### config.mk
export PLATFORM = sky130hd
export DESIGN_NAME = memory_layer_controller
export DESIGN_NICKNAME = d
export VERILOG_FILES = /design/src/rtl/memory_layer_controller.sv
export SDC_FILE = /design/constraint.sdc
export NUM_CORES = 1
export LEC_CHECK = 0
export BUFFER_PORTS_ARGS = -buffer_cell sky130_fd_sc_hd__buf_4
export CAP_MARGIN = 10
export CORE_AREA = 5 5 71 73
export CTS_BUF_LIST = sky130_fd_sc_hd__clkbuf_8
export DETAILED_ROUTE_END_ITERATION = 12
export DIE_AREA = 0 0 76 78
export HOLD_SLACK_MARGIN = 0.05
export PLACE_DENSITY = 0.7
export SLEW_MARGIN = 20
export SYNTH_ARGS = -nofsm -noshare
export SYNTH_HDL_FRONTEND = slang
export SYNTH_SLANG_ARGS = --single-unit
### constraint.sdc
create_clock -name clk -period 2.8 [get_ports clk]
set_clock_uncertainty 0.15 [all_clocks]
set_input_delay 0.42 -clock clk [delete_from_list [all_inputs] [get_ports clk]]
set_output_delay 0.42 -clock clk [all_outputs]
set_load 0.005 [all_outputs]
### src/rtl/memory_layer_controller.sv
// Learning-step sequencer for the memory-layer datapath: load, empty check, nearest-two scan,
// threshold test, then node insert or winner update plus connection. Outputs are registered per state.
module memory_layer_controller #(
  parameter int MEM_RD_LAT = 1,
  parameter int CNT_W      = 8
) (
  input  logic       clk,
  input  logic       rst_n,
  input  logic       start,
  input  logic       min2_valid,
  input  logic [1:0] comparator_c,
  output logic       busy,
  output logic       done,
  output logic       ld_upcounter,
  output logic       en_upcounter,
  output logic       en_node_counter,
  output logic       en_connection,
  output logic       en_2min,
  output logic       learning_done,
  output logic       X_c,
  output logic       C_c,
  output logic       W_c,
  output logic       T_c,
  output logic       M_c,
  output logic       RD_WR_c,
  output logic [1:0] mux1_sel,
  output logic [1:0] mux2_sel,
  output logic [1:0] mux3_sel,
  output logic [1:0] mux4_sel,
  output logic [1:0] mux5_sel,
  output logic [1:0] mux6_sel,
  output logic [1:0] demux_sel
);

  typedef enum logic [3:0] {
    IDLE, LOAD, CHK_EMPTY, SCAN_RD, SCAN_WAIT, SCAN_ACC, SCAN_CHK, THR_RD,
    THR_CMP, INSERT, UPD_W1, RD_W2, UPD_W2, CONNECT, DONE
  } state_t;

  typedef struct packed {
    logic       busy;
    logic       done;
    logic       ld_upcounter;
    logic       en_upcounter;
    logic       en_node_counter;
    logic       en_connection;
    logic       en_2min;
    logic       learning_done;
    logic       x_c;
    logic       c_c;
    logic       w_c;
    logic       t_c;
    logic       m_c;
    logic       rd_wr;
    logic [1:0] mux1_sel;
    logic [1:0] mux2_sel;
    logic [1:0] mux3_sel;
    logic [1:0] mux4_sel;
    logic [1:0] mux5_sel;
    logic [1:0] mux6_sel;
    logic [1:0] demux_sel;
  } ctrl_t;

  localparam logic [1:0] CMP_LT = 2'b00;
  localparam logic [1:0] CMP_EQ = 2'b01;
  localparam logic [1:0] CMP_GT = 2'b10;

  // Hold-state exit points: r_lat is 0 on the first cycle spent in a state.
  localparam logic [1:0] C_RD_LAST   = 2'(MEM_RD_LAT - 1);
  localparam logic [1:0] C_WAIT_LAST = 2'((MEM_RD_LAT > 1) ? (MEM_RD_LAT - 2) : 0);
  localparam logic [CNT_W-1:0] C_WDOG_MAX = '1;

  state_t           r_state;
  ctrl_t            r_ctrl;
  logic [1:0]       r_lat;
  logic [CNT_W-1:0] r_wdog;
  state_t           w_nxt;

  function automatic state_t f_next(input state_t s, input logic [1:0] lat,
                                    input logic [CNT_W-1:0] wdog, input logic strt,
                                    input logic m2v, input logic [1:0] cmp);
    state_t n;
    n = IDLE;
    case (s)
      IDLE:      n = strt ? LOAD : IDLE;
      LOAD:      n = CHK_EMPTY;
      CHK_EMPTY: n = (cmp == CMP_EQ) ? INSERT : SCAN_RD;
      SCAN_RD:   n = (MEM_RD_LAT > 1) ? SCAN_WAIT : SCAN_ACC;
      SCAN_WAIT: n = (lat == C_WAIT_LAST) ? SCAN_ACC : SCAN_WAIT;
      SCAN_ACC:  n = SCAN_CHK;
      // Overrun (A>B) ends the scan like equality; runaway scans abort without writing.
      SCAN_CHK: begin
        if (cmp == CMP_EQ || cmp == CMP_GT) n = THR_RD;
        else if (wdog == C_WDOG_MAX)        n = DONE;
        else                                n = SCAN_RD;
      end
      THR_RD:    n = (lat == C_RD_LAST) ? THR_CMP : THR_RD;
      THR_CMP:   n = (cmp == CMP_LT) ? INSERT : UPD_W1;
      INSERT:    n = DONE;
      UPD_W1:    n = m2v ? RD_W2 : DONE;
      RD_W2:     n = (lat == C_RD_LAST) ? UPD_W2 : RD_W2;
      UPD_W2:    n = CONNECT;
      CONNECT:   n = DONE;
      DONE:      n = IDLE;
      default:   n = IDLE;
    endcase
    return n;
  endfunction

  function automatic ctrl_t f_ctrl(input state_t s);
    ctrl_t c;
    c = '0;
    c.busy = (s != IDLE) && (s != DONE);
    case (s)
      LOAD: c.ld_upcounter = 1'b1;
      CHK_EMPTY, SCAN_CHK: begin
        c.mux5_sel = 2'd1;
        c.mux6_sel = 2'd1;
      end
      SCAN_RD, SCAN_WAIT: begin
        c.mux1_sel = 2'd1;
        c.w_c      = 1'b1;
      end
      SCAN_ACC: begin
        c.en_2min      = 1'b1;
        c.en_upcounter = 1'b1;
      end
      THR_RD: begin
        c.mux1_sel  = 2'd2;
        c.t_c       = 1'b1;
        c.m_c       = 1'b1;
        c.w_c       = 1'b1;
        c.demux_sel = 2'd1;
      end
      THR_CMP: begin
        c.mux5_sel = 2'd2;
        c.mux6_sel = 2'd2;
      end
      INSERT: begin
        c.x_c             = 1'b1;
        c.w_c             = 1'b1;
        c.c_c             = 1'b1;
        c.t_c             = 1'b1;
        c.m_c             = 1'b1;
        c.rd_wr           = 1'b1;
        c.en_node_counter = 1'b1;
      end
      UPD_W1: begin
        c.mux1_sel = 2'd2;
        c.mux2_sel = 2'd1;
        c.w_c      = 1'b1;
        c.t_c      = 1'b1;
        c.m_c      = 1'b1;
        c.rd_wr    = 1'b1;
      end
      RD_W2: begin
        c.mux1_sel  = 2'd3;
        c.w_c       = 1'b1;
        c.demux_sel = 2'd2;
      end
      UPD_W2: begin
        c.mux1_sel = 2'd3;
        c.mux2_sel = 2'd2;
        c.w_c      = 1'b1;
        c.rd_wr    = 1'b1;
      end
      CONNECT: c.en_connection = 1'b1;
      DONE: begin
        c.done          = 1'b1;
        c.learning_done = 1'b1;
      end
      default: ;
    endcase
    return c;
  endfunction

  assign w_nxt = f_next(r_state, r_lat, r_wdog, start, min2_valid, comparator_c);

  // Outputs are decoded from the next state so they are registered alongside it.
  always_ff @(posedge clk) begin
    if (!rst_n) begin
      r_state <= IDLE;
      r_ctrl  <= '0;
      r_lat   <= '0;
      r_wdog  <= '0;
    end else begin
      r_state <= w_nxt;
      r_ctrl  <= f_ctrl(w_nxt);
      r_lat   <= (w_nxt == r_state) ? r_lat + 2'd1 : 2'd0;
      if (r_state == LOAD)
        r_wdog <= '0;
      else if (r_state == SCAN_ACC && r_wdog != C_WDOG_MAX)
        r_wdog <= r_wdog + 1'b1;
    end
  end

  assign busy            = r_ctrl.busy;
  assign done            = r_ctrl.done;
  assign ld_upcounter    = r_ctrl.ld_upcounter;
  assign en_upcounter    = r_ctrl.en_upcounter;
  assign en_node_counter = r_ctrl.en_node_counter;
  assign en_connection   = r_ctrl.en_connection;
  assign en_2min         = r_ctrl.en_2min;
  assign learning_done   = r_ctrl.learning_done;
  assign X_c             = r_ctrl.x_c;
  assign C_c             = r_ctrl.c_c;
  assign W_c             = r_ctrl.w_c;
  assign T_c             = r_ctrl.t_c;
  assign M_c             = r_ctrl.m_c;
  assign RD_WR_c         = r_ctrl.rd_wr;
  assign mux1_sel        = r_ctrl.mux1_sel;
  assign mux2_sel        = r_ctrl.mux2_sel;
  assign mux3_sel        = r_ctrl.mux3_sel;
  assign mux4_sel        = r_ctrl.mux4_sel;
  assign mux5_sel        = r_ctrl.mux5_sel;
  assign mux6_sel        = r_ctrl.mux6_sel;
  assign demux_sel       = r_ctrl.demux_sel;

endmodule

==> summary.txt, run 1 <==
Run status
  – Status: completed

Global routing
  – Congestion Overflow GR: 0
  – Top Usage Layer GRT: met2
  – Met1 usage: 14.5%
  – Tot GR Track Use: 11.5%
  – Met2 usage: 17.6%
  – Number of global-route vias before repair: 1251
  – Initial antenna violation count: 0
  – GR Layer Usage met3: 5.21%
  – First-pass GRT wire length: 5.68 mm
  – Largest net degree at the start of global routing: 19

Cells and area
  – Fraction of layout cells with a size suffix above 1: 24.3%
  – Most frequent cells in the layout: 33 x buf_4, 31 x dfxtp_1, 19 x nor2_1
  – Fillers: 440
  – N_diodes: 0
  – Final nets: 224
  – Synth-to-Final Area Change: 17.7%
  – Commonest non-fill, non-tap cell in the layout: buf_4
  – Post-route cell area: 0.00189 mm²
  – Final core utilization: 44.1%

Synth
  – Avg Cell Area, Syn: 8.38 µm²
  – Area leader, netlist: dfxtp_1
  – Post-synthesis sequential area ratio: 38.6%
  – Synth Cell Area: 0.00161 mm²
  – Share of the synthesized area in the top cell type: 38.6%
  – Yosys warns: 0
  – Yosys cell types: 47
  – Top cells by area, synth: dfxtp_1 39%, buf_4 5.6%, nor2_1 4.4%
  – Flops & latches, synth: 31
  – Cells after Synth: 192

Critical path
  – CP Buf/Inv Count: 1
  – Worst r2r src: r_state[0]
  – Type of origin of the critical path: flop
  – Setup crit end kind: flop
  – R2R setup slack: 190 ps
  – CP peak stage delay: 680 ps
  – Cell count along the critical path: 6
  – Cell-by-cell trace of the critical path: inv_2 > a21o_1 > a32o_1 > or4_1 > or3_4 > o211ai_2
  – Critical R2R Capture: T_c
  – Critical path data required time: 2850 ps
  – Critical-path top delay cell: dfxtp_1
  – Worst Setup EP: T_c
  – Worst Path Arrival: 2670 ps
  – Critical Path Start: r_state[0]
  – CP Class: reg2reg
  – Max FO, Critical Path: 17
  – Reg2reg path depth: 6
  – CP top delay family: simple AND/OR/NAND/NOR gates

STA
  – Hold Vio Cnt, Final: 0
  – Rel. slew slack: 61.8%
  – Worst-Margin Slew: 573 ps
  – Total negative slack: 0 ps
  – Max Fclk: 383 MHz
  – Unrepaired setup endpoints after global routing: no
  – Tmin final: 2610 ps
  – Final Max Tran Viols: 0
  – Setup violations, final: 0
  – Final Cycle Share: 93.4%

CTS
  – TritonCTS clock tree: yes
  – Clk sink count: 31
  – Max Buffers Root-to-Sink: 2
  – Clock Latency Late Sink: 270 ps
  – TritonCTS Buffers: 5
  – Reg clk slew, reported paths: 60 ps
  – # Post-CTS Setup Buffers: 0
  – H-tree Lvls: 2
  – Clk root buf: clkbuf_8

Floorplan
  – Chip Height: 78 µm
  – Initial Util: 37.5%
  – I/O pin cnt: 34
  – Die ar.: 0.00593 mm²
  – Core region area: 0.00429 mm²
  – Row cnt: 24
  – Chip width: 76 µm

Drt
  – Final WL: 3.23 mm
  – Vias after detailed routing: 1327
  – Drt initial violations: 93
  – DRT antenna net count: 0
  – Wire per inst: 12.1 µm
  – Pre-antenna DRT Iters: 4
  – Vias per cell: 4.99
  – Remaining routing DRC violations: 0

Power
  – Clock share of power: 22.3%
  – Combinational share of power: 39.3%
  – Maximum VDD drop: 343 µV
  – P_int: 0.974 mW
  – Sequential power share: 38.4%
  – Sw Share: 36.4%
  – Leakage power: 0.791 nW
  – PwrDens: 808 mW/mm²
  – NetSw: 0.556 mW

Placed design
  – Placed Area: 0.00180 mm²
  – DP HPWL: 2.42 mm
  – # port buffers: 29
  – Global placement routability congestion: 0.791

Job
  – Max cap viols: 0

Hold path
  – Worst Hold Class: in2reg
## cells in the mapped netlist (all sizes together)
library cell	number
o21a	2
ha	4
nor3b	1
nand4	4
nand4bb	1
nand2	17
o41ai	1
or4	2
xor2	4
nand3	6
or4b	1
nor2	19
a21o	1
a211o	1
inv	11
a311oi	1
a31oi	3
or3b	3
and3	2
or2	3
a21oi	8
dfxtp	31
buf	19
o211ai	1
a32o	1
nor4b	1
a2bb2oi	1
nor3	11
or3	3
nand2b	4
nor4	3
a211oi	3
conb	1
and4	1
o21ba	1
o21ai	6
mux2i	2
clkbuf	2
o31a	1
xnor2	5
## layout make-up
type / count / area (µm²) / share of cell area [%]
clock buffer: 6 / 82.6 / 4.36
clock inverter: 1 / 5.00 / 0.264
inverter: 11 / 41.3 / 2.18
multi-input combinational: 132 / 831 / 43.9
sequential: 31 / 621 / 32.8
tap: 52 / 65.1 / 3.44
timing repair buffer: 33 / 248 / 13.1
## worst reg2reg max path: stages (launching register included)
cell and delay [ps]:
dfxtp_1 680, inv_2 110, a21o_1 180, a32o_1 250
or4_1 670, or3_4 450, o211ai_2 70
## cell families (layout without fill, tap and decap cells)
logic type / after synthesis / after routing / synth area share (%)
other cells: 1 / 4 / 0.233
compound gates: 31 / 31 / 13.3
flops: 31 / 31 / 38.6
xor+xnor: 9 / 9 / 4.90
mux: 2 / 2 / 1.24
simple gates: 82 / 82 / 27.8
fa+ha+maj: 4 / 4 / 3.11
buf+inv: 32 / 51 / 10.9
## worst min path at each step
stage / from / endpoint / slack, ps / cells past startpoint
after global routing: rst_n / mux1_sel[0] / 270 / 2
after global placement: r_lat[0] / r_lat[0] / 260 / 1
after detailed placement: r_lat[0] / r_lat[0] / 270 / 1
after floorplan: r_lat[0] / r_lat[0] / 250 / 1
final: rst_n / mux1_sel[0] / 270 / 2
after CTS: rst_n / mux1_sel[0] / 270 / 2
## routing by layer
layer / up-vias / wire length, µm
met5: - / 0
met3: 4 / 191
met1: 599 / 1550
li1: 698 / -
met4: 0 / 36
met2: 26 / 1450
## what timing repair did
item,in CTS,in global routing
setup endpoints to repair,0,2
resized for setup,0,1
hold buffers,0,0
## registers in the layout, indices dropped and copies added, names as in the netlist
name / cells
RD_WR_c: 1
T_c: 1
W_c: 1
busy: 1
demux_sel: 2
en_2min: 1
en_connection: 1
en_node_counter: 1
ld_upcounter: 1
learning_done: 1
mux1_sel: 2
mux2_sel: 2
mux5_sel: 2
r_lat: 2
r_state: 4
r_wdog: 8
## power by group through the flow
stage               clock (mW)  sequential (mW)  combinational, mW
CTS                      0.352            0.586              0.603
finish                   0.341            0.587              0.602
global route             0.381            0.602              0.684
floorplan                    0            0.546              0.501
global placement             0            0.595              0.593
detailed placement           0            0.595              0.600
## per-stage QoR
step	hold WS (ps)	power [mW]	setup slack, ps	instances
floorplan	248	1.05	450	195
global placement	262	1.19	223	259
detailed placement	267	1.20	175	259
CTS	268	1.54	203	266
global route	273	1.67	71.4	266
finish	270	1.53	186	266
(Power assumes the default switching activity.)
==> run 2: changes to the inputs <==
Settings changed: ABC_AREA set to 1, PLACE_DENSITY 0.7 to 0.71.
==> run 2 against run 1 <==
Against the previous run:
- combinational power is 28% lower
- largest power group is now registers
- worst setup slack better by 580 ps
- critical path type unchanged
- total power is 10% lower
- worst hold slack better by 1.5 ps
- routed wire length is 5.3% higher
==> summary.txt, run 2 <==
Run status
  – Status: completed (unchanged)

Synth
  – Share of the synthesized area in the top cell type: 38.2% (was 38.6%)
  – Yosys cell types: 32 (was 47)
  – Flops & latches, synth: 31 (unchanged)
  – Avg Cell Area, Syn: 6.91 µm² (was 8.38 µm²)
  – Area leader, netlist: dfxtp_1 (unchanged)
  – Most frequent cell after synthesis: nand2_1 (was dfxtp_1)
  – Yosys warns: 0 (unchanged)
  – Most instantiated cells after synthesis: 48 x nand2_1, 36 x inv_1, 33 x nor2_1, 31 x dfxtp_1, 24 x nand3_1 (was 31 x dfxtp_1, 19 x nor2_1, 17 x nand2_1, 12 x buf_4, 11 x nor3_1)
  – Synth Cell Area: 0.00162 mm² (was 0.00161 mm²)
  – Post-synthesis sequential area ratio: 38.2% (was 38.6%)
  – Post-synth EDFFs: 0 (unchanged)
  – Ys flop type: dfxtp_1 (unchanged)
  – Async S/R FF share, synth: 0% (unchanged)
  – Cells after Synth: 235 (was 192)
  – Top cells by area, synth: dfxtp_1 38%, nand2_1 11%, inv_1 8.3% (was dfxtp_1 39%, buf_4 5.6%, nor2_1 4.4%)

STA
  – Hold Vio Cnt, Final: 0 (unchanged)
  – Unrepaired setup endpoints after global routing: no (unchanged)
  – Max Fclk: 491 MHz (was 383 MHz)
  – Final Max Tran Viols: 0 (unchanged)
  – Total negative slack: 0 ps (unchanged)
  – Setup violations, final: 0 (unchanged)
  – Final Cycle Share: 72.7% (was 93.4%)
  – Tmin final: 2030 ps (was 2610 ps)

Drt
  – Vias per cell: 4.63 (was 4.99)
  – Pre-antenna DRT Iters: 4 (unchanged)
  – Drt initial violations: 73 (was 93)
  – Wire per inst: 10.9 µm (was 12.1 µm)
  – Remaining routing DRC violations: 0 (unchanged)
  – Vias after detailed routing: 1449 (was 1327)
  – Final WL: 3.40 mm (was 3.23 mm)
  – DRT antenna net count: 0 (unchanged)

Floorplan
  – Initial Util: 37.8% (was 37.5%)
  – Die ar.: 0.00593 mm² (unchanged)
  – I/O pin cnt: 34 (unchanged)
  – Chip Height: 78 µm (unchanged)
  – Core region area: 0.00429 mm² (unchanged)
  – Chip width: 76 µm (unchanged)
  – Row cnt: 24 (unchanged)

Critical path
  – Max FO, Critical Path: 7 (was 17)
  – Critical Path Start: r_wdog[0] (was r_state[0])
  – Type of origin of the critical path: flop (unchanged)
  – CP Class: reg2reg (unchanged)
  – Critical path data required time: 2880 ps (was 2850 ps)
  – Worst Path Arrival: 2110 ps (was 2670 ps)
  – Setup crit end kind: flop (unchanged)
  – Worst r2r src: r_wdog[0] (was r_state[0])

CTS
  – Post-cts resize count: 0 (unchanged)
  – # Post-CTS Setup Buffers: 0 (unchanged)
  – TritonCTS Buffers: 5 (unchanged)
  – Clk root buf: clkbuf_8 (unchanged)
  – Reg clk slew, reported paths: 60 ps (about the same)
  – Max Buffers Root-to-Sink: 2 (unchanged)
  – Clock Latency Late Sink: 280 ps (was 270 ps)
  – H-tree Lvls: 2 (unchanged)
  – # hold bufs at CTS: 0 (unchanged)
  – TritonCTS clock tree: yes (unchanged)
  – Clk sink count: 31 (unchanged)

Cells and area
  – Max reg flops: 8 (unchanged)
  – Fillers: 452 (was 440)
  – Final nets: 271 (was 224)
  – Final core utilization: 44.8% (was 44.1%)
  – Regs by FF count: r_wdog (8), r_state (4) (unchanged)
  – Most frequent cells in the layout: 48 x nand2_1, 37 x inv_1, 33 x nor2_1 (was 33 x buf_4, 31 x dfxtp_1, 19 x nor2_1)
  – Synth-to-Final Area Change: 18.3% (was 17.7%)
  – Largest reg by FF count: r_wdog (unchanged)
  – Commonest non-fill, non-tap cell in the layout: nand2_1 (was buf_4)
  – Register area: 621 µm² (unchanged)
  – Area of the multi-input gates: 773 µm² (was 831 µm²)
  – Fraction of layout cells with a size suffix above 1: 19.9% (was 24.3%)
  – N_diodes: 0 (unchanged)

Global routing
  – Met1 usage: 13.1% (was 14.5%)
  – Largest net degree at the start of global routing: 12 (was 19)
  – Met2 usage: 19.6% (was 17.6%)
  – Initial antenna violation count: 0 (unchanged)
  – First-pass GRT wire length: 5.72 mm (was 5.68 mm)
  – GR Layer Usage met3: 5.09% (was 5.21%)
  – Congestion Overflow GR: 0 (unchanged)
  – Top Usage Layer GRT: met2 (unchanged)
  – Tot GR Track Use: 11.7% (was 11.5%)
  – Number of global-route vias before repair: 1331 (was 1251)

Placed design
  – DP HPWL: 2.66 mm (was 2.42 mm)
  – Global placement routability congestion: 0.835 (was 0.791)
  – # port buffers: 29 (unchanged)

Power
  – Maximum VDD drop: 309 µV (was 343 µV)
  – Combinational share of power: 31.5% (was 39.3%)
  – PwrDens: 715 mW/mm² (was 808 mW/mm²)
  – Clock share of power: 29.9% (was 22.3%)
  – P_int: 0.906 mW (was 0.974 mW)
  – Sequential power share: 38.6% (was 38.4%)
  – Sw Share: 34.1% (was 36.4%)
  – NetSw: 0.469 mW (was 0.556 mW)
  – Leakage power: 0.971 nW (was 0.791 nW)

Hold path
  – Hold path startpoint: start (was rst_n)
  – Worst Hold Class: in2reg (unchanged)

Job
  – Max cap viols: 0 (unchanged)
-- run 2: through the flow --
stage	hold WS [ps]	power, mW	setup WS [ps]	instances	area, µm²
after floorplan	250	0.860	1110	238	1640
after global placement	261	0.969	786	306	1820
after detailed placement	285	0.973	780	306	1820
after CTS	267	1.39	754	313	1920
after global routing	286	1.48	524	313	1920
final	272	1.37	765	313	1920
-- run 2: power groups by stage --
stage	combinational [mW]	clock, mW	sequential (mW)
after floorplan	0.331	0	0.529
after global placement	0.430	0	0.539
after detailed placement	0.433	0	0.540
after CTS	0.436	0.422	0.531
after global routing	0.504	0.440	0.537
final	0.433	0.410	0.531
-- run 2: kinds of logic (layout without fill, tap and decap cells) --
logic type      Yosys count  in the layout  share of synthesized area [%]
buf+inv                  51             74                           14.9
simple gates            133            133                           38.1
flops                    31             31                           38.2
fa+ha+maj                 4              4                           3.08
xor+xnor                  1              1                          0.539
compound gates           14             14                           5.01
other cells               1              4                          0.231
-- run 2: cell type report --
| class | instances | area share (%) |
|---|---|---|
| clock buffers | 5 | 3.58 |
| clock inverters | 2 | 1.76 |
| inverters | 38 | 7.42 |
| multi-input cells | 156 | 40.2 |
| flip-flops and latches | 31 | 32.3 |
| well taps | 52 | 3.39 |
| repair buffers | 29 | 11.3 |
-- run 2: routing by layer --
metal | part of all wire (%) | vias up
met5 | 0 | -
met4 | 1.3 | 0
met3 | 6.4 | 6
met2 | 46 | 33
met1 | 46 | 641
li1 | - | 769
-- run 2: worst max-delay path: stages (launching register included) --
cell and delay, ps:
dfxtp_1 370, ha_1 190, inv_1 70, nor2_1 150
nand2_1 120, o21ai_1 260, nand3_2 200, nor2_1 170
inv_1 70, nand2_1 90, nand3_1 90, nand2_1 60
-- run 2: path summary, 6_finish.rpt --
kind / end / slack (ps) / cells after the start
max: W_c / 770 / 11
min: ld_upcounter / 270 / 3
max reg2reg: W_c / 770 / 11
min reg2reg: r_lat[0] / 300 / 1
